## src/rtl/led_move_ctrl.sv

```systemverilog
// led_move_ctrl: debounced start/stop/step buttons -> run state, step strobe, 4-bit position
//   CLK, nrst (async, active-low)
//   btn_start, btn_stop, btn_step : raw asynchronous push-buttons, active-high
//   run  : high in RUN state
//   step : one-cycle advance strobe (divided auto step or manual step)
//   pos  : position 0..15, advances on every step
//   wrap : high with the step that takes pos from 15 to 0
module led_move_ctrl #(
  parameter int DEB_CYCLES = 4,
  parameter int STEP_DIV = 8
) (
  input  logic       CLK,
  input  logic       nrst,
  input  logic       btn_start,
  input  logic       btn_stop,
  input  logic       btn_step,
  output logic       run,
  output logic       step,
  output logic [3:0] pos,
  output logic       wrap
);
  localparam int CW = $clog2(DEB_CYCLES + 1);
  localparam int DW = $clog2(STEP_DIV);
  localparam logic [CW-1:0] DEB_LAST = CW'(DEB_CYCLES - 1);
  localparam logic [DW-1:0] DIV_LAST = DW'(STEP_DIV - 1);
  typedef enum logic {STOP, RUN} state_t;
  state_t state;
  logic [2:0] btn, s1, s2, deb, deb_d, ev;
  logic [CW-1:0] cnt [3];
  logic [DW-1:0] div_cnt;
  logic man;
  assign btn = {btn_step, btn_stop, btn_start};
  always_ff @(posedge CLK or negedge nrst)
    if (!nrst) begin
      s1 <= '0;
      s2 <= '0;
      deb <= '0;
      deb_d <= '0;
      ev <= '0;
      for (int b = 0; b < 3; b++) cnt[b] <= '0;
    end else begin
      s1 <= btn;
      s2 <= s1;
      deb_d <= deb;
      ev <= deb & ~deb_d;
      for (int b = 0; b < 3; b++)
        if (s2[b] == deb[b]) cnt[b] <= '0;
        else if (cnt[b] == DEB_LAST) begin
          cnt[b] <= '0;
          deb[b] <= ~deb[b];
        end else cnt[b] <= cnt[b] + 1'b1;
    end
  // ev[0]=start, ev[1]=stop, ev[2]=step; stop has priority over start
  always_ff @(posedge CLK or negedge nrst)
    if (!nrst) begin
      state <= STOP;
      div_cnt <= '0;
      man <= 1'b0;
      pos <= '0;
    end else begin
      state <= ev[1] ? STOP : ev[0] ? RUN : state;
      div_cnt <= (state == RUN && div_cnt != DIV_LAST) ? div_cnt + 1'b1 : '0;
      man <= ev[2] && state == STOP;
      if (step) pos <= pos + 4'd1;
    end
  assign run = state == RUN;
  // a stop event in the divider's terminal cycle cancels that auto step
  assign step = (run && div_cnt == DIV_LAST && !ev[1]) || man;
  assign wrap = step && pos == 4'hF;
endmodule

```

## config.mk

```make
export PLATFORM = sky130hd
export DESIGN_NAME = led_move_ctrl
export DESIGN_NICKNAME = d
export VERILOG_FILES = /design/src/rtl/led_move_ctrl.sv
export SDC_FILE = /design/constraint.sdc
export NUM_CORES = 1
export LEC_CHECK = 0
export CAP_MARGIN = 10
export CELL_PAD_IN_SITES_DETAIL_PLACEMENT = 1
export CELL_PAD_IN_SITES_GLOBAL_PLACEMENT = 2
export CORE_ASPECT_RATIO = 1.1
export CORE_UTILIZATION = 23
export DETAILED_ROUTE_END_ITERATION = 10
export PLACE_DENSITY = 0.53
export SLEW_MARGIN = 10
export SYNTH_ARGS = -nofsm -noshare
export SYNTH_HDL_FRONTEND = slang
export SYNTH_SLANG_ARGS = --single-unit
```

## constraint.sdc

```tcl
create_clock -name CLK -period 1.55 [get_ports CLK]
set_input_delay 0.31 -clock CLK [delete_from_list [all_inputs] [get_ports CLK]]
set_output_delay 0.31 -clock CLK [all_outputs]
set_load 0.1 [all_outputs]
```

== Yosys cells after proc, flatten, opt, wreduce, memory -nomap -nowiden ==
Index checks and enable logic that the tools add are counted.
Storage, ports and cells
  bits in registers: 33
  input port bits: 5
  output and inout port bits: 7
  word-level logic and storage cells: 57
Cells by class
  $add $sub $neg: 5
  eq/ne operators: 9
  muxes and demuxes: 9
  bitwise gates (word level): 9
  reductions and logical operators: 11
Operators by type and width (count)
  2-to-1 mux 3 bit: 7
  adder 3 x 1 -> 3 bit, second input constant: 4
  equality test 3 x 2 -> 1 bit, second input constant: 3
  inverter 1 bit: 7
  AND reduction 2 bit: 3
  logical AND 1 bit: 5
  adder 4 x 1 -> 4 bit, second input constant: 1
  equality test 4 bit, second input constant: 1
  bitwise AND 3 bit: 1
  equality test 1 bit: 3
  equality test 3 bit, second input constant: 1
  inequality test 3 bit, second input constant: 1
  inverter 3 bit: 1
  2-to-1 mux 1 bit: 2
  nonzero test 2 bit: 1
  zero test 1 bit: 1
  logical OR 1 bit: 1

== Longest topological paths before layout ==
Gate-level depths: netlist (run 1).
  depth after elaboration: 5
  gate-level depth with buffers: 5
  gate-level depth less buffers: 5

== Least setup slack after synthesis (run 1) ==
Ideal clock, no wire load.
  path type: register -> output
  start point: reg state, in the netlist run
  end point: out wrap
  arrival: 2639 ps
  required time: 1240 ps
  slack: -1399 ps
  stages on the path, launching flop included: 4
  buffers on the path: 0
  cells stage by stage: dfrtp_1 and3b_4 nor2_4 nor2_1
On the way
  cells in the longest elaborated chain, start to end: 4
Ends and longest elaborated chain
  from (decl): RTL line 27  | state_t state;
  from (signal assigned): RTL line 61  | state <= ev[1] ? STOP : ev[0] ? RUN : state;
  logical AND 1 bit (2 in series): RTL line 68  | assign step = (run && div_cnt == DIV_LAST && !ev[1]) || man;
  logical OR 1 bit: RTL line 68
  logical AND 1 bit: RTL line 69  | assign wrap = step && pos == 4'hF;
  to (decl): RTL line 20  | output logic wrap
No other way between the ends.

== Worst setup path after layout (run 1) ==
  start point: reg div_cnt[0]
  end point: out wrap
On the way
  cells in the longest elaborated chain, start to end: 5
Ends and longest elaborated chain
  from (decl): RTL line 30  | logic [DW-1:0] div_cnt;
  from (signal assigned): RTL line 62  | div_cnt <= (state == RUN && div_cnt != DIV_LAST) ? div_cnt + 1'b1 : '0;
  equality test 3 bit: RTL line 68
  logical AND 1 bit (2 in series): RTL line 68
  logical OR 1 bit: RTL line 68
  logical AND 1 bit: RTL line 69
No other way between the ends.

==> results.md, run 1 <==
Synthesis:
- The share of the Yosys chip area taken by registers is 69.3%.
- The synthesized netlist occupies a cell area of 1190 um2.
- Summed over its instances, the top area cell type makes up 69.3% of the synthesized netlist area.
- A synthesized cell averages 15.5 um2.
- The number of warnings reported in the yosys synthesis log is 0.
- By area the synthesized netlist is led by dfrtp_1, ha_1, xnor2_1.
- The number of nets in the synthesized netlist is 88.
- The cell with the most instances after synthesis is dfrtp_1.
- Among all flip-flop cells after synthesis, the most frequent one is dfrtp_1.
- Synthesis inferred 33 register bits.
- The commonest cells after synthesis are dfrtp_1, nor2b_1, ha_1, nor3b_1, xnor2_1.
- The library cell occupying the most area in the post-synthesis netlist is dfrtp_1.
- In the synthesized netlist the async set-or-reset flop fraction comes to 100%.
- Counting flops with a built-in enable in the synthesized netlist gives 0.
- The post-synthesis instance total is 77.
- The count of different cell masters after synthesis is 17.

Worst setup path:
- The critical path in this run is classified as flip-flop to output pin.
- The critical path crosses 7 cells after its start point.
- The worst register-to-register path ends at pos[1]$_DFFE_PN0P_.
- In this run the register-to-register setup slack is -0.13 ns.
- On the worst path, the slowest cell contributes a delay of 0.39 ns.
- The worst-path cell with the longest stage delay is dfrtp_1.
- The required time reported for the critical path endpoint is 1.24 ns.
- STA classifies the critical path startpoint as a flip-flop.
- The largest fanout on the critical path is 2.
- The worst reg-to-reg path cell count is 7.
- In this run the critical register-to-register path is launched from div_cnt[0]$_DFF_PN0_.
- The destination of the critical timing path is wrap.
- Counting both buffers and inverters, the worst setup path holds a total of 2.
- Data arrives at the worst endpoint at 1.66 ns.
- The first element of the critical path is div_cnt[0]$_DFF_PN0_.
- The critical path goes through ha_2 -> ha_4 -> and3b_4 -> nor2_4 -> buf_12 -> nor2_4 -> buf_12.
- The kind of capture point of the worst setup path is an output pin.
- Broken down by cell family, the worst path's largest delay share belongs to flip-flops.

Final layout:
- The number of filler instances in the final layout is 528.
- The fraction of final layout cells sized beyond drive strength 1 is 41.3%.
- The number of antenna diodes is 0.
- The multi-input combinational cells in the finished layout cover a total of 403 um2.
- The core utilization of the finished layout is 34.2%.
- Excluding fillers, the count of instances in the completed layout stands at 162.
- The final net count is 114.
- The synthesis-to-layout area growth is 43.5%.
- The sequential cell area is 840 um2.

STA:
- The smallest clock period supported by the final layout is computed as 1.97 ns.
- Setup violations remaining at the end of the flow were counted as 3.
- In the post-route analysis, the smallest setup slack over all paths is -0.419 ns.
- The final-report max-slew violation count came to 0.
- The final critical-path share of the clock period is 127%.
- Setup total negative slack on the finished layout was measured at -0.949 ns.
- Setup repair after global routing could not meet its margin everywhere.
- Based on the critical path, the design can be clocked at up to 0.508 GHz.
- The hold violation total from the final report is 0.
- Measured against its own limit, the worst slew margin works out to 82.5%.
- The clock arrives with 0.00144 ns of skew.
- At the pin with the least slew margin, the transition time is 0.260 ns.

Routing:
- In the routed design, unresolved DRC markers number 4.
- Summing over every cut layer, the via total after detailed routing is 664.
- The count of routing violations after the opening detailed-route iteration is 22.
- The via count normalized by instance count is 4.10.
- The detailed-router iteration count before antenna repair is 7.
- The mean routed wirelength per cell is 11.5 um.
- The routed design has 1870 um of wire.
- The detail route stage leaves a number of antenna-violating nets equal to 0.

Global route:
- The global-route usage over all layers is 8.23%.
- The via count of the first global-routing pass is 751.
- Entering global routing, the biggest net connects 34 pins.
- The overflow left after global routing is 0.
- The wire length of the first global-routing pass is 3340 um.
- The number of antenna violations at the first check in global routing is 0.

Die:
- The die is 77.5 um tall.
- The width of the die is 70.7 um.
- The number of core rows is 27.
- The floorplan step defined a die boundary enclosing 5480 um2.
- The area of the placeable core is 5000 um2.
- The initial core utilization is 23.8%.
- During I/O placement, the number of pins put on the boundary was 12.

Min path:
- The tightest min-delay check is of the flip-flop to flip-flop type.

CTS:
- The clock drives 33 sinks.
- The number of buffers on the longest clock path is 2.
- TritonCTS built the clock tree.
- The source-to-sink clock delay at the later pin of the worst-skew pair is 0.28 ns.
- The deepest level of the CTS H-tree is 2.
- The root buffer cell is clkbuf_8.
- The number of buffers inserted during clock tree synthesis is 5.
- After clock tree synthesis, the clock-pin slew on the worst setup and hold paths is 0.06 ns.

Power:
- The leakage power figure is 0.754 nW.
- The design draws 0.00384 W.
- The power per unit of standard cell area is 2250 nW/um2.
- The worst-case IR drop observed on VDD is 0.789 mV.

Flow run:
- The max-cap violation count is 0.

Outcome:
- The flow ran to the end, but the final reports show violations.
- The final reports fail on design-rule violations, negative setup slack.

Placement:
- The number of port buffers is 11.
- The number of placed instances, taps included, is 151.
- The final RePlAce weighted congestion is 0.614.
- The pre-CTS setup slack is -0.154 ns.
- Summed over all nets, the half-perimeter wirelength after detailed placement is 1260 um.
-- registers in the layout, summed over array words and instances, names as in the netlist --
signal	cells
man	1
deb_d	3
ev	3
pos	4
cnt	9
deb	3
div_cnt	3
s2	3
s1	3
run	1
-- power by group --
part / switching (W) / internal, W
Combinational: 0.000883 / 0.000714
Sequential: 0.000244 / 0.00118
Clock: 0.000294 / 0.000524
Total: 0.00142 / 0.00242
-- layout make-up --
type                            count  share of cell area [%]
Tap cell                           58                    4.24
Timing Repair Buffer               19                    15.9
Multi-Input combinational cell     43                    23.5
Clock buffer                        7                    5.04
Sequential cell                    33                    49.0
Inverter                            1                   0.439
Clock inverter                      1                    1.75
-- logic make-up after synthesis --
group                    synth area share [%]
adder cells (fa/ha/maj)                  6.30
AND/OR/NAND/NOR                          14.5
XOR/XNOR                                 4.41
flip-flops                               69.3
multiplexers                             4.09
buffers and inverters                   0.314
AO/OA/AOI/OAI                            1.15
-- worst min path at each step --
stage / cells past startpoint / startpoint / slack, ns / end
floorplan: 0 / nrst / 0.01 / cnt[0]$_DFF_PN0_
global placement: 0 / s1[2]$_DFF_PN0_ / 0.33 / s2[2]$_DFF_PN0_
detailed placement: 0 / s1[0]$_DFF_PN0_ / 0.34 / s2[0]$_DFF_PN0_
CTS: 0 / s1[0]$_DFF_PN0_ / 0.35 / s2[0]$_DFF_PN0_
global route: 0 / s1[0]$_DFF_PN0_ / 0.36 / s2[0]$_DFF_PN0_
finish: 0 / s1[0]$_DFF_PN0_ / 0.35 / s2[0]$_DFF_PN0_
-- per-stage QoR --
step | area, um2 | hold WS [ns]
5_1_grt | 1710 | 0.358
2_1_floorplan | 1230 | 0.0144
6_report | 1710 | 0.350
4_1_cts | 1680 | 0.352
3_5_place_dp | 1540 | 0.336
3_3_place_gp | 1540 | 0.333
-- worst reg2reg max path: cells and delay by family, from the launching register on --
| family | cells | cell delay (ns) |
|---|---|---|
| and+or+nand+nor | 2 | 0.32 |
| muxes | 1 | 0.28 |
| adders and majority gates | 2 | 0.35 |
| DFF | 1 | 0.39 |
| buffers and inverters | 2 | 0.21 |
-- cell usage in the layout, fill, tap and decap left out --
cell	instances
nor2b_1	7
dfrtp_4	3
and2b_2	1
xnor2_2	1
dfrtp_2	2
nor2_1	2
clkdlybuf4s50_1	4
o2111ai_2	1
nor2_4	2
buf_4	4
ha_1	4
nor3_1	3
and3b_4	1
ha_2	1
ha_4	1
and3b_2	2
bufinv_16	1
mux2_2	3
nor3b_1	6
buf_6	2
buf_12	9
clkbuf_8	6
mux2_4	1
dfrtp_1	28
xnor2_1	5
nand3_1	1
o21ai_2	1
clkbuf_1	1
clkinvlp_4	1
-- what timing repair did --
action,CTS,global route
resized for setup,1,6
hold buffers,0,0
pin swaps,4,3
endpoints found under the setup margin,3,6
setup buffers,3,3
-- per-layer routing --
metal / global-route usage, % / vias to the layer above / wire, um
li1: - / 310 / -
met1: 8.93 / 328 / 854
met2: 12.8 / 19 / 854
met3: 4.68 / 7 / 116
met4: 4.20 / 0 / 44
met5: 0 / - / 0
No activity file was read; power rests on OpenSTA's default activity.
==> inputs of run 2 (changes only) <==
--- a/config.mk
+++ b/config.mk
@@ -12,4 +12,5 @@
 export CORE_UTILIZATION = 23
 export DETAILED_ROUTE_END_ITERATION = 10
+export GPL_TIMING_DRIVEN = 0
 export PLACE_DENSITY = 0.53
 export SLEW_MARGIN = 10
==> constraint.sdc (replaced) <==
create_clock -name CLK -period 1.55 [get_ports CLK]
set_input_delay 0.2325 -clock CLK [delete_from_list [all_inputs] [get_ports CLK]]
set_output_delay 0.2325 -clock CLK [all_outputs]
set_load 0.1 [all_outputs]
==> results.md, run 2 (synthesis results as in run 1) <==
Outcome:
- The run finished, with violations left.
- The final reports fail on design-rule violations, negative setup slack.

STA:
- The routed design could run at a clock period as short as 1.89 ns.
- The final-report max-slew violation count came to 0.
- In this run the tightest slew margin relative to its limit is 51.6%.
- Setup violations remaining at the end of the flow were counted as 3.
- The hold violation total from the final report was 0.
- At the pin with the least slew margin, the transition time is 0.726 ns.
- The worst hold slack is 0.00688 ns.
- The worst setup margin is -0.337 ns.
- Setup repair after global routing could not meet its margin everywhere.
- The final critical-path share of the clock period is 122%.
- For the final database, setup skew stands at 0.00289 ns.
- The timing-limited maximum frequency is 0.530 GHz.

Global route:
- The wire length of the first global-routing pass is 3280 um.
- The pin count of the biggest net entering global routing is 34.
- The number of antenna violations at the first check in global routing is 0.
- After global routing the overflow that remains totals 0.
- The global-route usage over all layers is 8.08%.
- The via count of the first global-routing pass is 711.

Routing:
- In the routed layout, each cell is associated on average with a via count of 4.04.
- The final route contains 639 vias.
- The detailed-router iteration count before antenna repair is 6.
- The first routing iteration left 22 violations.
- In this run the remaining antenna-violating nets after routing total 0.
- After detailed routing, the total wire length is 1760 um.
- In the final routed layout, each cell accounts on average for 11.1 um.
- After detailed routing, the number of remaining DRC violations is 4.

CTS:
- The clock sink count is 33.
- The deepest level of the CTS H-tree is 2.
- At the later pin of the worst-skew pair, clock insertion delay measures 0.28 ns.
- The post-cts hold buffer count is 0.
- Clock tree synthesis inserted a total of 5 buffers.
- In this run the clock root is driven by a clkbuf_8.
- The clock tree from TritonCTS is yes.
- The clock slew seen by the registers of the worst setup and hold paths is 0.06 ns.
- The number of buffers on the longest clock path is 2.

Die:
- The initial utilization of the core area, before any placement, comes to 23.8%.
- The initialized floorplan defines 27 standard-cell rows.
- The die is 77.5 um tall.
- For this design the top-level I/O count stands at 12.
- The width of the die is 70.7 um.
- The die covers 5480 um2.
- After floorplanning, the core was sized to cover 5000 um2.

Flow run:
- The max-cap violation count is 0.

Placement:
- At the placement stage, the worst setup path has a slack of -0.914 ns.
- The HPWL after detailed placement is 1160 um.
- Input and output buffers added on the ports amount to 11.
- The congestion estimate from routability-driven global placement came to 0.670.
- The cell total after placement is 146.

Power:
- The worst vdd rail ir drop is 0.683 mV.
- Summed over all cells, the static leakage comes to 0.675 nW.
- Dividing total power by cell area gives a power density of 2120 nW/um2.

Final layout:
- In the final layout, the registers with the most flip-flops are cnt x9, pos x4.
- The fraction of final layout cells sized beyond drive strength 1 is 38.0%.
- The number of antenna diodes is 0.
- The register containing the most flip-flops in the final layout is cnt.
- Leaving out fill and tap cells, the most frequent cells in the layout are dfrtp_1, nor2b_1, xnor2_1, nor3b_1, clkbuf_8.
- The synthesis-to-layout area growth is 29.5%.
- The number of standard cells in the final layout excluding fillers is 158.
- Leaving out fill and tap cells, the most frequent cell in the layout is dfrtp_1.
- The flip-flop count of the largest register after layout is 9.
- The final net count is 110.

Worst setup path:
- The largest fanout on the critical path is 3.
- Tracing the worst setup path back leads to its startpoint at div_cnt[0]$_DFF_PN0_.
- The startpoint identified for the worst register-to-register timing path is div_cnt[0]$_DFF_PN0_.
- The required time reported for the critical path endpoint is 1.32 ns.
- The kind of capture point of the worst setup path is an output pin.
- The data arrival time at the worst-slack endpoint is 1.65 ns.
- The classification of the worst setup path is flip-flop to output pin.
- The kind of launch point of the worst setup path is a flip-flop.

Min path:
- In this run the worst hold path is classified as primary input to asynchronous set/reset pin.
## run 2: cell count changes in the layout (fill, tap and decap cells not counted), sizes merged, moves of 2 or more
| cell | change |
|---|---|
| buf | -8 |
| clkdlybuf4s18 | +2 |
| clkdlybuf4s15 | +3 |
| clkinv | +2 |
## run 2: power breakdown
part / switching [W] / leakage [nW] / internal (W)
Clock: 0.000296 / 0.0450 / 0.000311
Sequential: 0.000216 / 0.409 / 0.00118
Combinational: 0.000821 / 0.222 / 0.000438
## run 2: cell type report
cell class	count	area, um2
Sequential cell	33	840
Multi-Input combinational cell	43	392
Clock buffer	6	72.6
Timing Repair Buffer	15	150
Tap cell	58	72.6
Inverter	1	7.51
Clock inverter	2	10.0
Fill cell	551	3460
## run 2: final timing paths
kind                                         to  cells past startpoint  slack [ns]
max                                        step                      6       -0.34
min                        div_cnt[1]$_DFF_PN0_                      1       0.007
max reg2reg                  pos[1]$_DFFE_PN0P_                      7       -0.17
min reg2reg                     s2[1]$_DFF_PN0_                      0        0.35
max in group asynchronous    pos[1]$_DFFE_PN0P_                      1        1.00
min in group CLK                s2[1]$_DFF_PN0_                      0        0.35
## run 2: metal layers
metal	GRT usage [%]	wire length, um	vias up
met4	4.20	39	0
met5	0	0	-
li1	-	-	304
met1	9.79	808	313
met3	4.81	130	5
met2	11.2	778	17
## run 2: critical path: stages, from the launching register on
cell,delay [ns]
dfrtp_1,0.38
ha_2,0.19
ha_4,0.16
and3b_4,0.19
nor2_4,0.16
clkinvlp_4,0.11
buf_6,0.18
## run 2: stage by stage
| stage | setup TNS (ns) | instance area (um2) | util (%) | total power, W |
|---|---|---|---|---|
| after floorplan | -0.378 | 1230 | - | 0.00235 |
| after global placement | -18.78 | 1420 | 28.3 | 0.00262 |
| after detailed placement | -2.92 | 1410 | 28.2 | 0.00267 |
| after CTS | -0.751 | 1530 | 30.7 | 0.00331 |
| after global routing | -1.00 | 1540 | 30.9 | 0.00350 |
| final | -0.779 | 1540 | 30.9 | 0.00327 |
## run 2: what timing repair did
action,4_1_cts,5_1_grt
endpoints found under the setup margin,8,5
resized for setup,31,3
pin swaps,2,0
buffers inserted,3,1
==> inputs of run 3 (changes only) <==
Settings changed: GPL_TIMING_DRIVEN 0 to not set.
==> results.md, run 3 (synthesis results as in run 1) <==
STA:
- The worst hold slack is 0.324 ns.
- The max-slew headroom at the worst pin is 79.4%.
- The timing-limited maximum frequency is 0.533 GHz.
- The routed design could run at a clock period as short as 1.88 ns.
- The worst path uses 121% of the clock period.
- Clock skew on the completed layout was measured at 0.00296 ns.
- Setup repair after global routing could not meet its margin everywhere.
- Setup violations remaining at the end of the flow were counted as 6.
- The worst setup margin is -0.325 ns.
- The final-report max-slew violation count is 0.
- The hold violation total from the final report is 0.
- The actual transition at the worst max-transition pin is 0.307 ns.

Global route:
- The met1 layer usage reported by global route is 8.40%.
- The overflow left after global routing is 0.
- The wire length of the first global-routing pass is 3220 um.
- Global routing consumed, over all layers together, 8.02% of the routing resources.
- The via count of the first global-routing pass came to 721.
- In this run the most used layer during global routing was met2.
- In the global route stage, met2 resource usage came out at 13.0%.
- Entering global routing, the biggest net connects 34 pins.
- The number of antenna violations at the first check in global routing is 0.
- For this run, global-route usage on met3 was measured as 4.29%.

Routing:
- The via count normalized by instance count is 4.14.
- The number of vias in the routed layout is 683.
- The number of antenna-violating nets in the routed design is 0.
- The pre-antenna-repair detailed-routing pass consisted of 6 iterations.
- The mean routed wirelength per cell is 11.4 um.
- The count of routing violations after the opening detailed-route iteration is 16.
- Wires add up to 1880 um.
- The number of design rule violations left after detail routing is 4.

Final layout:
- The number of antenna diodes is 0.
- The register with the most flip-flops in the layout has 9 of them.
- The synthesis-to-layout area growth is 40.7%.
- The largest registers in the layout are cnt x9, pos x4.
- The library cell used most frequently in the layout, excluding fill and tap cells, is dfrtp_1.
- Summing all non-filler instances in the final layout gives an area of 1680 um2.
- The library cells used most frequently in the layout, excluding fill and tap cells, are dfrtp_1, buf_4, buf_12.
- Cells fill 33.6% of the core in the end.
- Ranked by flip-flop count, first place goes to cnt.
- The final net count is 118.
- The fraction of final layout cells sized beyond drive strength 1 is 40.2%.

CTS:
- The deepest level of the CTS H-tree is 2.
- The clock sink count is 33.
- Counting along the longest clock path gives a buffer depth of 2.
- The clock slew seen by the registers of the worst setup and hold paths is 0.06 ns.
- The source-to-sink clock delay at the later pin of the worst-skew pair is 0.27 ns.
- The clock tree from TritonCTS is yes.
- The root buffer cell is clkbuf_8.
- The number of buffers inserted during clock tree synthesis is 5.
- For this design, the CTS-stage hold fixing added 0 buffers.

Worst setup path:
- The kind of launch point of the worst setup path is a flip-flop.
- STA puts the critical path data arrival time at 1.64 ns.
- The worst setup path is captured at an output pin.
- The worst reg-to-reg path cell count is 8.
- The required time reported for the critical path endpoint is 1.32 ns.
- The largest fanout on the critical path is 3.
- The classification of the worst setup path is flip-flop to output pin.

Placement:
- The pre-CTS setup slack is -0.0854 ns.
- The placed instances occupy a cell area of 1540 um2.
- The number of port buffers is 11.
- The final RePlAce weighted congestion is 0.613.
- The HPWL after detailed placement is 1300 um.

Power:
- The internal portion of the total power is 0.00223 W.
- The leakage power figure is 0.745 nW.
- Net switching is 38.3% of the power.
- The share of total power dissipated in combinational logic is 43.6%.
- The total power is 0.00362 W.
- Across the VDD grid, the largest voltage drop is 0.790 mV.
- Of the total power, registers draw 38.8%.
- The power per unit of standard cell area is 2160 nW/um2.
- The analysis attributes to net switching a power of 0.00139 W.
- The clock network accounts for 17.6% of the total power.

Die:
- The floorplan die height is 77.5 um.
- The width of the die is 70.7 um.
- The floorplan has 27 rows.
- The die area is 5480 um2.
- The area of the placeable core is 5000 um2.
- The initial core utilization is 23.8%.
- The number of primary I/O pins is 12.

Flow run:
- The max-cap violation count is 0.

Min path:
- In this run the worst hold path is classified as primary input to asynchronous set/reset pin.

Outcome:
- The checks that failed: design-rule violations, negative setup slack.
- The run finished, with violations left.
## run 3: changes by cell type in the layout (fill, tap and decap cells not counted), sizes merged
| cell | previous run | this run |
|---|---|---|
| buf | 7 | 19 |
| clkbuf | 6 | 7 |
| clkdlybuf4s15 | 3 | 0 |
| clkdlybuf4s18 | 2 | 0 |
| clkdlybuf4s50 | 3 | 4 |
| clkinv | 2 | 0 |
## run 3: per-stage QoR
step,std cells,setup TNS (ns)
global placement,152,-0.0957
CTS,162,-0.825
detailed placement,152,-0.196
floorplan,77,-0.378
global route,165,-1.41
finish,165,-0.937
## run 3: layout make-up
cell class | count | area (um2)
Fill cell | 529 | 3320
Sequential cell | 33 | 840
Multi-Input combinational cell | 43 | 385
Timing Repair Buffer | 23 | 287
Clock buffer | 7 | 86.3
Tap cell | 58 | 72.6
Inverter | 1 | 7.51
## run 3: final timing paths
| path | from | endpoint | slack, ns |
|---|---|---|---|
| max | div_cnt[0]$_DFF_PN0_ | wrap | -0.33 |
| min | nrst | div_cnt[1]$_DFF_PN0_ | 0.32 |
| max reg2reg | div_cnt[0]$_DFF_PN0_ | pos[1]$_DFFE_PN0P_ | -0.24 |
| min reg2reg | s1[0]$_DFF_PN0_ | s2[0]$_DFF_PN0_ | 0.35 |
| max in group asynchronous | nrst | pos[0]$_DFFE_PN0P_ | 1.03 |
| min in group CLK | s1[0]$_DFF_PN0_ | s2[0]$_DFF_PN0_ | 0.35 |
## run 3: critical path, cell delays in order (launching register included)
cell and delay, ns:
dfrtp_1 0.38, ha_2 0.19, ha_4 0.15, and3b_4 0.18, nor2_4 0.15, buf_6 0.12, nor2_4 0.03, buf_12 0.16
## run 3: timing repair
item | CTS | global route
endpoints found under the setup margin | 3 | 5
pin swaps | 3 | 2
gates resized for setup | 1 | 0
setup buffers | 3 | 3
cloned | 0 | 0
## run 3: power groups by stage
stage          Clock, W  Sequential (W)  Combinational (W)
3_5_place_dp          0         0.00143            0.00153
3_3_place_gp          0         0.00142            0.00149
6_report       0.000638         0.00140            0.00158
2_1_floorplan         0         0.00185           0.000505
5_1_grt        0.000707         0.00144            0.00168
4_1_cts        0.000676         0.00141            0.00157
## run 3: metal layers
metal / vias up / share of wire (%)
met5: - / 0
met1: 342 / 44
met3: 5 / 5.7
li1: 319 / -
met2: 17 / 48
met4: 0 / 1.5
